File: src/rtl/gain_scheduler_if.sv
// FIFO handshake bundle between the gain scheduler and its L/R input and output FIFOs.
// The master side is the scheduler; the slave side is the surrounding FIFOs and control.
interface gain_scheduler_if #(
    parameter int DATA_SIZE = 32
);
    logic                        l_in_empty;
    logic                        l_in_rd_en;
    logic signed [DATA_SIZE-1:0] l_din;
    logic                        r_in_empty;
    logic                        r_in_rd_en;
    logic signed [DATA_SIZE-1:0] r_din;
    logic                        l_out_full;
    logic                        l_out_wr_en;
    logic signed [DATA_SIZE-1:0] l_dout;
    logic                        r_out_full;
    logic                        r_out_wr_en;
    logic signed [DATA_SIZE-1:0] r_dout;
    logic signed [DATA_SIZE-1:0] vol_target;
    logic signed [DATA_SIZE-1:0] vol_cur;

    modport master (
        input  l_in_empty, l_din, r_in_empty, r_din,
        input  l_out_full, r_out_full, vol_target,
        output l_in_rd_en, r_in_rd_en, l_out_wr_en, l_dout,
        output r_out_wr_en, r_dout, vol_cur
    );

    modport slave (
        output l_in_empty, l_din, r_in_empty, r_din,
        output l_out_full, r_out_full, vol_target,
        input  l_in_rd_en, r_in_rd_en, l_out_wr_en, l_dout,
        input  r_out_wr_en, r_dout, vol_cur
    );
endinterface

File: src/rtl/gain_scheduler.sv
// Stereo gain stage: one shared multiply/dequantize datapath, round-robin between L and R,
// with a volume register that ramps toward the software target once per R sample written.
module gain_scheduler #(
    parameter int DATA_SIZE = 32,
    parameter int BITS      = 10,
    parameter int RAMP_STEP = 64
) (
    input logic              clock,
    input logic              reset,
    gain_scheduler_if.master bus
);
    localparam int PW = 2 * DATA_SIZE;
    localparam logic signed [PW-1:0]        ROUND_BIAS = {{(PW-BITS){1'b0}}, {BITS{1'b1}}};
    localparam logic signed [DATA_SIZE:0]   STEP_WIDE  = (DATA_SIZE+1)'(RAMP_STEP);
    localparam logic signed [DATA_SIZE-1:0] STEP       = DATA_SIZE'(RAMP_STEP);

    typedef enum logic [1:0] {ARB, MULT, WRITE} state_t;
    typedef enum logic {CH_L, CH_R} chan_t;

    state_t                      state;
    chan_t                       rr_ptr;
    chan_t                       chan;
    chan_t                       grant_chan;
    logic                        grant_valid;
    logic                        l_elig;
    logic                        r_elig;
    logic signed [DATA_SIZE-1:0] sample;
    logic signed [DATA_SIZE-1:0] vol_cur_q;
    logic signed [DATA_SIZE-1:0] vol_next;
    logic signed [DATA_SIZE-1:0] result;
    logic signed [PW-1:0]        product;
    logic signed [PW-1:0]        quotient;
    logic signed [DATA_SIZE:0]   vol_diff;

    assign l_elig = !bus.l_in_empty && !bus.l_out_full;
    assign r_elig = !bus.r_in_empty && !bus.r_out_full;

    always_comb begin
        grant_valid = l_elig || r_elig;
        if (rr_ptr == CH_L) begin
            grant_chan = l_elig ? CH_L : CH_R;
        end else begin
            grant_chan = r_elig ? CH_R : CH_L;
        end
    end

    // Biasing negative products makes the arithmetic shift truncate toward zero.
    assign quotient = (product + (product[PW-1] ? ROUND_BIAS : PW'(0))) >>> BITS;

    generate
        if (BITS <= 14) begin : g_scale_up
            assign result = DATA_SIZE'(quotient <<< (14 - BITS));
        end else begin : g_scale_down
            assign result = DATA_SIZE'(quotient >>> (BITS - 14));
        end
    endgenerate

    // One extra bit on the difference keeps the step comparison free of overflow.
    assign vol_diff = {bus.vol_target[DATA_SIZE-1], bus.vol_target}
                    - {vol_cur_q[DATA_SIZE-1], vol_cur_q};

    always_comb begin
        if (vol_diff > STEP_WIDE) begin
            vol_next = vol_cur_q + STEP;
        end else if (vol_diff < -STEP_WIDE) begin
            vol_next = vol_cur_q - STEP;
        end else begin
            vol_next = bus.vol_target;
        end
    end

    assign bus.vol_cur = vol_cur_q;

    always_ff @(posedge clock or posedge reset) begin
        if (reset) begin
            state           <= ARB;
            rr_ptr          <= CH_L;
            chan            <= CH_L;
            sample          <= '0;
            product         <= '0;
            vol_cur_q       <= '0;
            bus.l_in_rd_en  <= 1'b0;
            bus.r_in_rd_en  <= 1'b0;
            bus.l_out_wr_en <= 1'b0;
            bus.r_out_wr_en <= 1'b0;
            bus.l_dout      <= '0;
            bus.r_dout      <= '0;
        end else begin
            bus.l_in_rd_en  <= 1'b0;
            bus.r_in_rd_en  <= 1'b0;
            bus.l_out_wr_en <= 1'b0;
            bus.r_out_wr_en <= 1'b0;
            case (state)
                ARB: begin
                    if (grant_valid) begin
                        chan   <= grant_chan;
                        rr_ptr <= (grant_chan == CH_L) ? CH_R : CH_L;
                        state  <= MULT;
                        if (grant_chan == CH_L) begin
                            sample         <= bus.l_din;
                            bus.l_in_rd_en <= 1'b1;
                        end else begin
                            sample         <= bus.r_din;
                            bus.r_in_rd_en <= 1'b1;
                        end
                    end
                end
                MULT: begin
                    product <= PW'(sample) * PW'(vol_cur_q);
                    state   <= WRITE;
                end
                WRITE: begin
                    if (chan == CH_L) begin
                        if (!bus.l_out_full) begin
                            bus.l_out_wr_en <= 1'b1;
                            bus.l_dout      <= result;
                            state           <= ARB;
                        end
                    end else if (!bus.r_out_full) begin
                        bus.r_out_wr_en <= 1'b1;
                        bus.r_dout      <= result;
                        vol_cur_q       <= vol_next;
                        state           <= ARB;
                    end
                end
                default: state <= ARB;
            endcase
        end
    end
endmodule

File: src/flat_wrapper.sv
// flat-port wrapper written by rule: the top's interface ports become plain ports
module gain_scheduler_flat 
#(
    parameter int DATA_SIZE = 32,
    parameter int BITS      = 10,
    parameter int RAMP_STEP = 64
)
  (clock, reset, bus_l_in_empty, bus_l_din, bus_r_in_empty, bus_r_din, bus_l_out_full, bus_r_out_full, bus_vol_target, bus_l_in_rd_en, bus_r_in_rd_en, bus_l_out_wr_en, bus_l_dout, bus_r_out_wr_en, bus_r_dout, bus_vol_cur);
  gain_scheduler_if #(.DATA_SIZE(DATA_SIZE)) bus_i ();
  input logic clock;
  input logic reset;
  input wire logic [$bits(bus_i.l_in_empty)-1:0] bus_l_in_empty;
  input wire logic [$bits(bus_i.l_din)-1:0] bus_l_din;
  input wire logic [$bits(bus_i.r_in_empty)-1:0] bus_r_in_empty;
  input wire logic [$bits(bus_i.r_din)-1:0] bus_r_din;
  input wire logic [$bits(bus_i.l_out_full)-1:0] bus_l_out_full;
  input wire logic [$bits(bus_i.r_out_full)-1:0] bus_r_out_full;
  input wire logic [$bits(bus_i.vol_target)-1:0] bus_vol_target;
  output wire logic [$bits(bus_i.l_in_rd_en)-1:0] bus_l_in_rd_en;
  output wire logic [$bits(bus_i.r_in_rd_en)-1:0] bus_r_in_rd_en;
  output wire logic [$bits(bus_i.l_out_wr_en)-1:0] bus_l_out_wr_en;
  output wire logic [$bits(bus_i.l_dout)-1:0] bus_l_dout;
  output wire logic [$bits(bus_i.r_out_wr_en)-1:0] bus_r_out_wr_en;
  output wire logic [$bits(bus_i.r_dout)-1:0] bus_r_dout;
  output wire logic [$bits(bus_i.vol_cur)-1:0] bus_vol_cur;
  assign bus_i.l_in_empty = bus_l_in_empty;
  assign bus_i.l_din = bus_l_din;
  assign bus_i.r_in_empty = bus_r_in_empty;
  assign bus_i.r_din = bus_r_din;
  assign bus_i.l_out_full = bus_l_out_full;
  assign bus_i.r_out_full = bus_r_out_full;
  assign bus_i.vol_target = bus_vol_target;
  assign bus_l_in_rd_en = bus_i.l_in_rd_en;
  assign bus_r_in_rd_en = bus_i.r_in_rd_en;
  assign bus_l_out_wr_en = bus_i.l_out_wr_en;
  assign bus_l_dout = bus_i.l_dout;
  assign bus_r_out_wr_en = bus_i.r_out_wr_en;
  assign bus_r_dout = bus_i.r_dout;
  assign bus_vol_cur = bus_i.vol_cur;
  gain_scheduler #(.DATA_SIZE(DATA_SIZE), .BITS(BITS), .RAMP_STEP(RAMP_STEP)) u_core (.clock(clock), .reset(reset), .bus(bus_i));
endmodule
File: config.mk
export PLATFORM = sky130hd
export DESIGN_NAME = gain_scheduler_flat
export DESIGN_NICKNAME = d
export VERILOG_FILES = /design/src/rtl/gain_scheduler_if.sv /design/src/rtl/gain_scheduler.sv /design/src/flat_wrapper.sv
export SDC_FILE = /design/constraint.sdc
export NUM_CORES = 2
export LEC_CHECK = 0
export BUFFER_PORTS_ARGS = -buffer_cell sky130_fd_sc_hd__buf_2
export CAP_MARGIN = 40
export CORE_AREA = 2 2 306 308
export DETAILED_ROUTE_END_ITERATION = 7
export DIE_AREA = 0 0 308 310
export GPL_TIMING_DRIVEN = 1
export HOLD_SLACK_MARGIN = 0.1
export PLACE_DENSITY = 0.67
export SYNTH_ARGS = -nofsm -noshare
export SYNTH_HDL_FRONTEND = slang
export SYNTH_SLANG_ARGS = --single-unit
File: constraint.sdc
create_clock -name clock -period 20.9 [get_ports clock]
set_input_delay 2.09 -clock clock [delete_from_list [all_inputs] [get_ports clock]]
set_output_delay 2.09 -clock clock [all_outputs]
set_load 0.02 [all_outputs]
# Word-level counts from Yosys, hierarchy flattened
# Index checks and enable logic that the tools add are counted.
dict set report word_totals {
  word_cells 63
  output_inout_bits 100
  input_bits 102
  regBits 192
}
dict set report classes {
  add_sub_neg 4
  n_mux 24
  n_bitwise 3
  magnitude_cmp 2
  eq_ne 5
  n_mul 1
  reduce_logical 12
}
# cell count
set op_table {}
lappend op_table {{32-bit two-way mux} 3}
lappend op_table {{32-bit by 32-bit multiplier with 64-bit output} 1}
lappend op_table {{38-bit adder} 1}
lappend op_table {{33-bit by 8-bit > comparator with 1-bit output, second input constant} 1}
lappend op_table {{33-bit by 7-bit < comparator with 1-bit output, second input constant} 1}
lappend op_table {{32-bit by 32-bit subtractor with 33-bit output} 1}
lappend op_table {{32-bit by 8-bit adder with 32-bit output, second input constant} 1}
lappend op_table {{32-bit by 8-bit subtractor with 32-bit output, second input constant} 1}
lappend op_table {{1-bit two-way mux} 15}
lappend op_table {{10-bit two-way mux} 1}
lappend op_table {{3-bit AND reduction} 3}
lappend op_table {{2-bit two-way mux} 4}
lappend op_table {{2-bit one-hot mux with 3 select lines} 1}
lappend op_table {{1-bit logical NOT} 4}
lappend op_table {{3-bit by 2-bit inequality test with 1-bit output, second input constant} 1}
lappend op_table {{3-bit inequality test, second input constant} 1}
lappend op_table {{1-bit NOT} 3}
lappend op_table {{2-bit by 1-bit equality test with 1-bit output, second input constant} 1}
lappend op_table {{2-bit equality test, second input constant} 1}
lappend op_table {{1-bit logical AND} 2}
lappend op_table {{2-bit logical NOT} 1}
lappend op_table {{2-bit by 1-bit inequality test with 1-bit output, second input constant} 1}
lappend op_table {{2-bit AND reduction} 1}
lappend op_table {{1-bit logical OR} 1}

# Longest topological paths before layout
dict set report logic_depth {
  depth_word 7
  depth_mapped 31
  depth_no_buf 29
}

# Least setup slack after synthesis
# Ideal clock, no wire load.
dict set report synth_timing {
  path_type {reg-to-reg}
  start {reg u_core.vol_cur_q[6] (netlist: u_core.bus.vol_cur[6])}
  end {reg u_core.product[63]}
  required_time_ns 20.771
  setup_slack_ns 13.177
  synth_period_minus_slack_ns 7.723
  n_path_buf 2
  setup_time_ns 0.129
  t_arrival_ns 7.594
  path_stages_with_launch 30
  cell_sequence {dfrtp_1 -> clkbuf_1 -> clkbuf_1 -> nand2_1 -> fa_1 -> inv_1 -> fa_1 -> fa_1 -> inv_1 -> fa_1 -> inv_1 -> ha_1 -> ha_1 -> inv_1 -> fa_1 -> inv_1 -> fa_1 -> ha_1 -> nand3_1 -> nor2_1 -> nand3_1 -> o311ai_1 -> a211oi_1 -> o31ai_1 -> a21oi_1 -> o41ai_1 -> a21oi_1 -> o41ai_1 -> xnor2_1 -> o21ai_1}
}
dict set report synth_between {
  elab_chain_cells 1
}
# item line
set synth_rtl {}
lappend synth_rtl {{start, declared} gain_scheduler.sv:28} ;# logic signed [DATA_SIZE-1:0] vol_cur_q;
lappend synth_rtl {{start signal, assigned} gain_scheduler.sv:122} ;# vol_cur_q <= vol_next;
lappend synth_rtl {{32-bit by 32-bit multiplier with 64-bit output} gain_scheduler.sv:109} ;# product <= PW'(sample) * PW'(vol_cur_q);
lappend synth_rtl {{end signal, assigned} gain_scheduler.sv:109}
lappend synth_rtl {{end, declared} gain_scheduler.sv:31} ;# logic signed [PW-1:0] product;
# No other way between the ends.
# A chain may end at the register's enable or synchronous reset.

# Worst setup path in the final report
dict set report layout_timing {
  start {reg u_core.vol_cur_q[7] (netlist: u_core.bus.vol_cur[7])}
  end {reg u_core.product[63]}
}
# The elaborated chain is that of the path after synthesis.

==> out/metrics.cfg <==
[timing]
fmax_ghz=0.108
worst_pin_slew_ps=881
final.setup.tns_ps=0
min_period_ps=9260
fin_skew_ps=41.6
period_share=0.443
max_slew_margin=0.403
setup_viol=0
rsz0062_at_grt=no
drv_slew=0
hold_viol_final=0

[die]
initial_core_util=0.495
fp.dieArea_um2=95500
die_h_um=310
dieWidth_um=308
core_area_um2=92500
io_pins=202
num_rows=112

[yosys]
synth_edf_count=0
synth_area_um2=45800
yosysSeqAreaShare=0.0913
avgSynthCellArea_um2=9.08
postSynthRegisterBits=167
async_flop_share=1.00
synth_ff_type=dfrtp_1
synthCells=5042
ys_types=87
yosys_warnings=0

[critical_path]
crit_slowest_cell=o311ai_1
critical_path.top_delay_family=adder cells
arrival_ps=9650
crit_fanout=25
cp-start-kind=register
critPathKind=register to register
r2r.worst_path.cells=29
critPathBufInv=7
critPathMaxStageDelay_ps=740
r2r-start=u_core.bus.vol_cur[7]$_DFFE_PP0P_
end_kind=register
required_ps=21290
reg2reg_slack_ps=11640
cp_common_cell=fa_1
r2r-end=u_core.product[63]$_DFFE_PP0N_

[global_route]
grt_pass1_vias=37600
grt_first_pass_wirelength_um=207000
grt-ovfl-total=0
grt_max_degree=106
antenna_found_initial=3
grtUsageTotal=0.283

[routing]
first_pass_iters=6
routedWlPerCell_um=20.3
via_count=34300
first_iter_violations=2095
drc_errors=0
drtAntennaViolNets=0
vias_per_cell=5.48
finalWirelength_um=127000

[clock_tree]
clk_latency_ps=530
hold_buffers=0
cts-root-buf=clkbuf_16
post-cts-setup-buffers=0
cts_buffers=17
cts_tree=yes
cts_repair_resize_count=0
cts_buffer_depth=2
cts_sinks=167
clkTransAtPathRegs_ps=90
htreeDepth=4

[min_path]
min_to=u_core.bus.r_dout[14]$_DFFE_PP0P_
hp-class=register to register
holdPathStages=2
min-delay-start=u_core.bus.r_dout[14]$_DFFE_PP0P_

[finish]
nNetsFinal=6463
diodes=0
layout-drive-gt1-share=0.0693
syn2layout_area_growth_pct=5.77

[job]
cap_violations=0

[placed_design]
io_buffers=193
dp_hpwl_um=101000
place_congestion=0.980

[run_status]
outcome=completed

-- how the worst max path moves through the flow --
stage                                 startpoint                              to  slack, ps  depth (start not counted)
2_1_floorplan  u_core.bus.vol_cur[6]$_DFFE_PP0P_  u_core.product[63]$_DFFE_PP0N_      13180                         29
3_3_place_gp   u_core.bus.vol_cur[7]$_DFFE_PP0P_  u_core.product[63]$_DFFE_PP0N_      11210                         28
3_5_place_dp   u_core.bus.vol_cur[7]$_DFFE_PP0P_  u_core.product[63]$_DFFE_PP0N_      11620                         29
4_1_cts        u_core.bus.vol_cur[7]$_DFFE_PP0P_  u_core.product[63]$_DFFE_PP0N_      11560                         29
5_1_grt        u_core.bus.vol_cur[7]$_DFFE_PP0P_  u_core.product[63]$_DFFE_PP0N_      11180                         29
6_report       u_core.bus.vol_cur[7]$_DFFE_PP0P_  u_core.product[63]$_DFFE_PP0N_      11640                         29
-- kinds of logic (layout without fill, tap and decap cells) --
family	after synthesis	count (layout)	share of synthesized area
xor gates and xnor gates	97	97	0.0186
other	1	8	0.0000819
DFF	167	167	0.0913
and+or+nand+nor	1529	1529	0.160
adders and majority gates	1310	1310	0.536
buffers and inverters	1418	1433	0.118
muxes	47	47	0.0105
AOI/OAI and AO/OA	473	473	0.0661
-- routing by layer --
| metal | part of all wire | GRT usage | vias to the layer above |
|---|---|---|---|
| li1 | - | - | 15000 |
| met1 | 0.39 | 0.348 | 17800 |
| met2 | 0.50 | 0.499 | 1270 |
| met3 | 0.065 | 0.0410 | 298 |
| met4 | 0.044 | 0.120 | 0 |
| met5 | 0 | 0 | - |
-- placed cells by master, fill, tap and decap left out, types with 7 or more instances in the layout --
master and n:
xnor2_1 52, nor3_1 37, fa_1 1083, buf_4 78
nor2_1 97, nand2b_1 19, o21a_1 7, and4_1 9
o21bai_1 11, xor2_1 45, ha_1 227, o22ai_1 8
buf_2 193, o211ai_1 8, and2_1 405, and3_1 19
dfrtp_1 166, or3_1 19, a21oi_1 90, inv_1 1122
mux2_2 7, nor4_1 14, a21o_1 46, o2111ai_1 7
o21ai_0 170, a211oi_1 12, o31ai_1 8, a2111oi_0 7
a31oi_1 9, nand2_1 796, mux2i_1 39, nand4_1 26
or2_2 9, clkbuf_16 17, conb_1 8, nand3_1 41
-- tightest hold or removal path: cells and delay by family, from the launching register on --
family	cells	cell delay [ps]
compound gates	1	60
flops	1	340
simple gates	1	40
-- final cells by class --
type                            instances  area, um2
Tap cell                             1197       1500
Clock inverter                         14        159
Sequential cell                       167       4180
Multi-Input combinational cell       3464      36300
Fill cell                            8662      44100
Inverter                             1125       4230
Clock buffer                           18        429
Timing Repair Buffer                  276       1640
-- registers in the layout, indices dropped and copies added (netlist names) --
| signal | flops |
|---|---|
| u_core.bus.l_dout | 28 |
| u_core.bus.l_in_rd_en | 1 |
| u_core.bus.l_out_wr_en | 1 |
| u_core.bus.r_dout | 28 |
| u_core.bus.r_in_rd_en | 1 |
| u_core.bus.r_out_wr_en | 1 |
| u_core.bus.vol_cur | 32 |
| u_core.chan | 1 |
| u_core.product | 39 |
| u_core.rr_ptr | 1 |
| u_core.sample | 32 |
| u_core.state | 2 |
-- stage by stage --
step           cells   util  instance area, um2  setup WS, ps  hold WS [ps]
6_report        6261  0.524               48400         11640           471
3_3_place_gp    6224  0.516               47800         11210           457
3_5_place_dp    6229  0.517               47800         11620           465
4_1_cts         6261  0.524               48400         11560           480
5_1_grt         6261  0.524               48400         11180           508
2_1_floorplan   5049      -               45800         13180           450
-- cell usage after synthesis, drive strengths merged, types with 8 or more instances --
| master | instances | area share |
|---|---|---|
| a2111oi | 8 | 0.0017 |
| a211oi | 13 | 0.0022 |
| a21o | 46 | 0.0075 |
| a21oi | 91 | 0.010 |
| a31oi | 9 | 0.0012 |
| and2 | 405 | 0.055 |
| and3 | 21 | 0.0031 |
| and4 | 9 | 0.0017 |
| buf | 39 | 0.0046 |
| clkbuf | 254 | 0.021 |
| dfrtp | 167 | 0.091 |
| fa | 1083 | 0.47 |
| ha | 227 | 0.062 |
| inv | 1123 | 0.092 |
| mux2i | 40 | 0.0087 |
| nand2 | 796 | 0.065 |
| nand2b | 20 | 0.0027 |
| nand3 | 42 | 0.0047 |
| nand4 | 26 | 0.0036 |
| nor2 | 98 | 0.0080 |
| nor3 | 37 | 0.0040 |
| nor4 | 15 | 0.0022 |
| o211ai | 8 | 0.0013 |
| o21ai | 177 | 0.019 |
| o21bai | 11 | 0.0018 |
| o22ai | 8 | 0.0011 |
| o31ai | 9 | 0.0016 |
| or2 | 9 | 0.0012 |
| or3 | 21 | 0.0029 |
| xnor2 | 52 | 0.0099 |
| xor2 | 45 | 0.0086 |
Power is left out: the tool's default activity adds up to more than one toggle a clock period on the data nets, which glitch-free logic cannot reach.
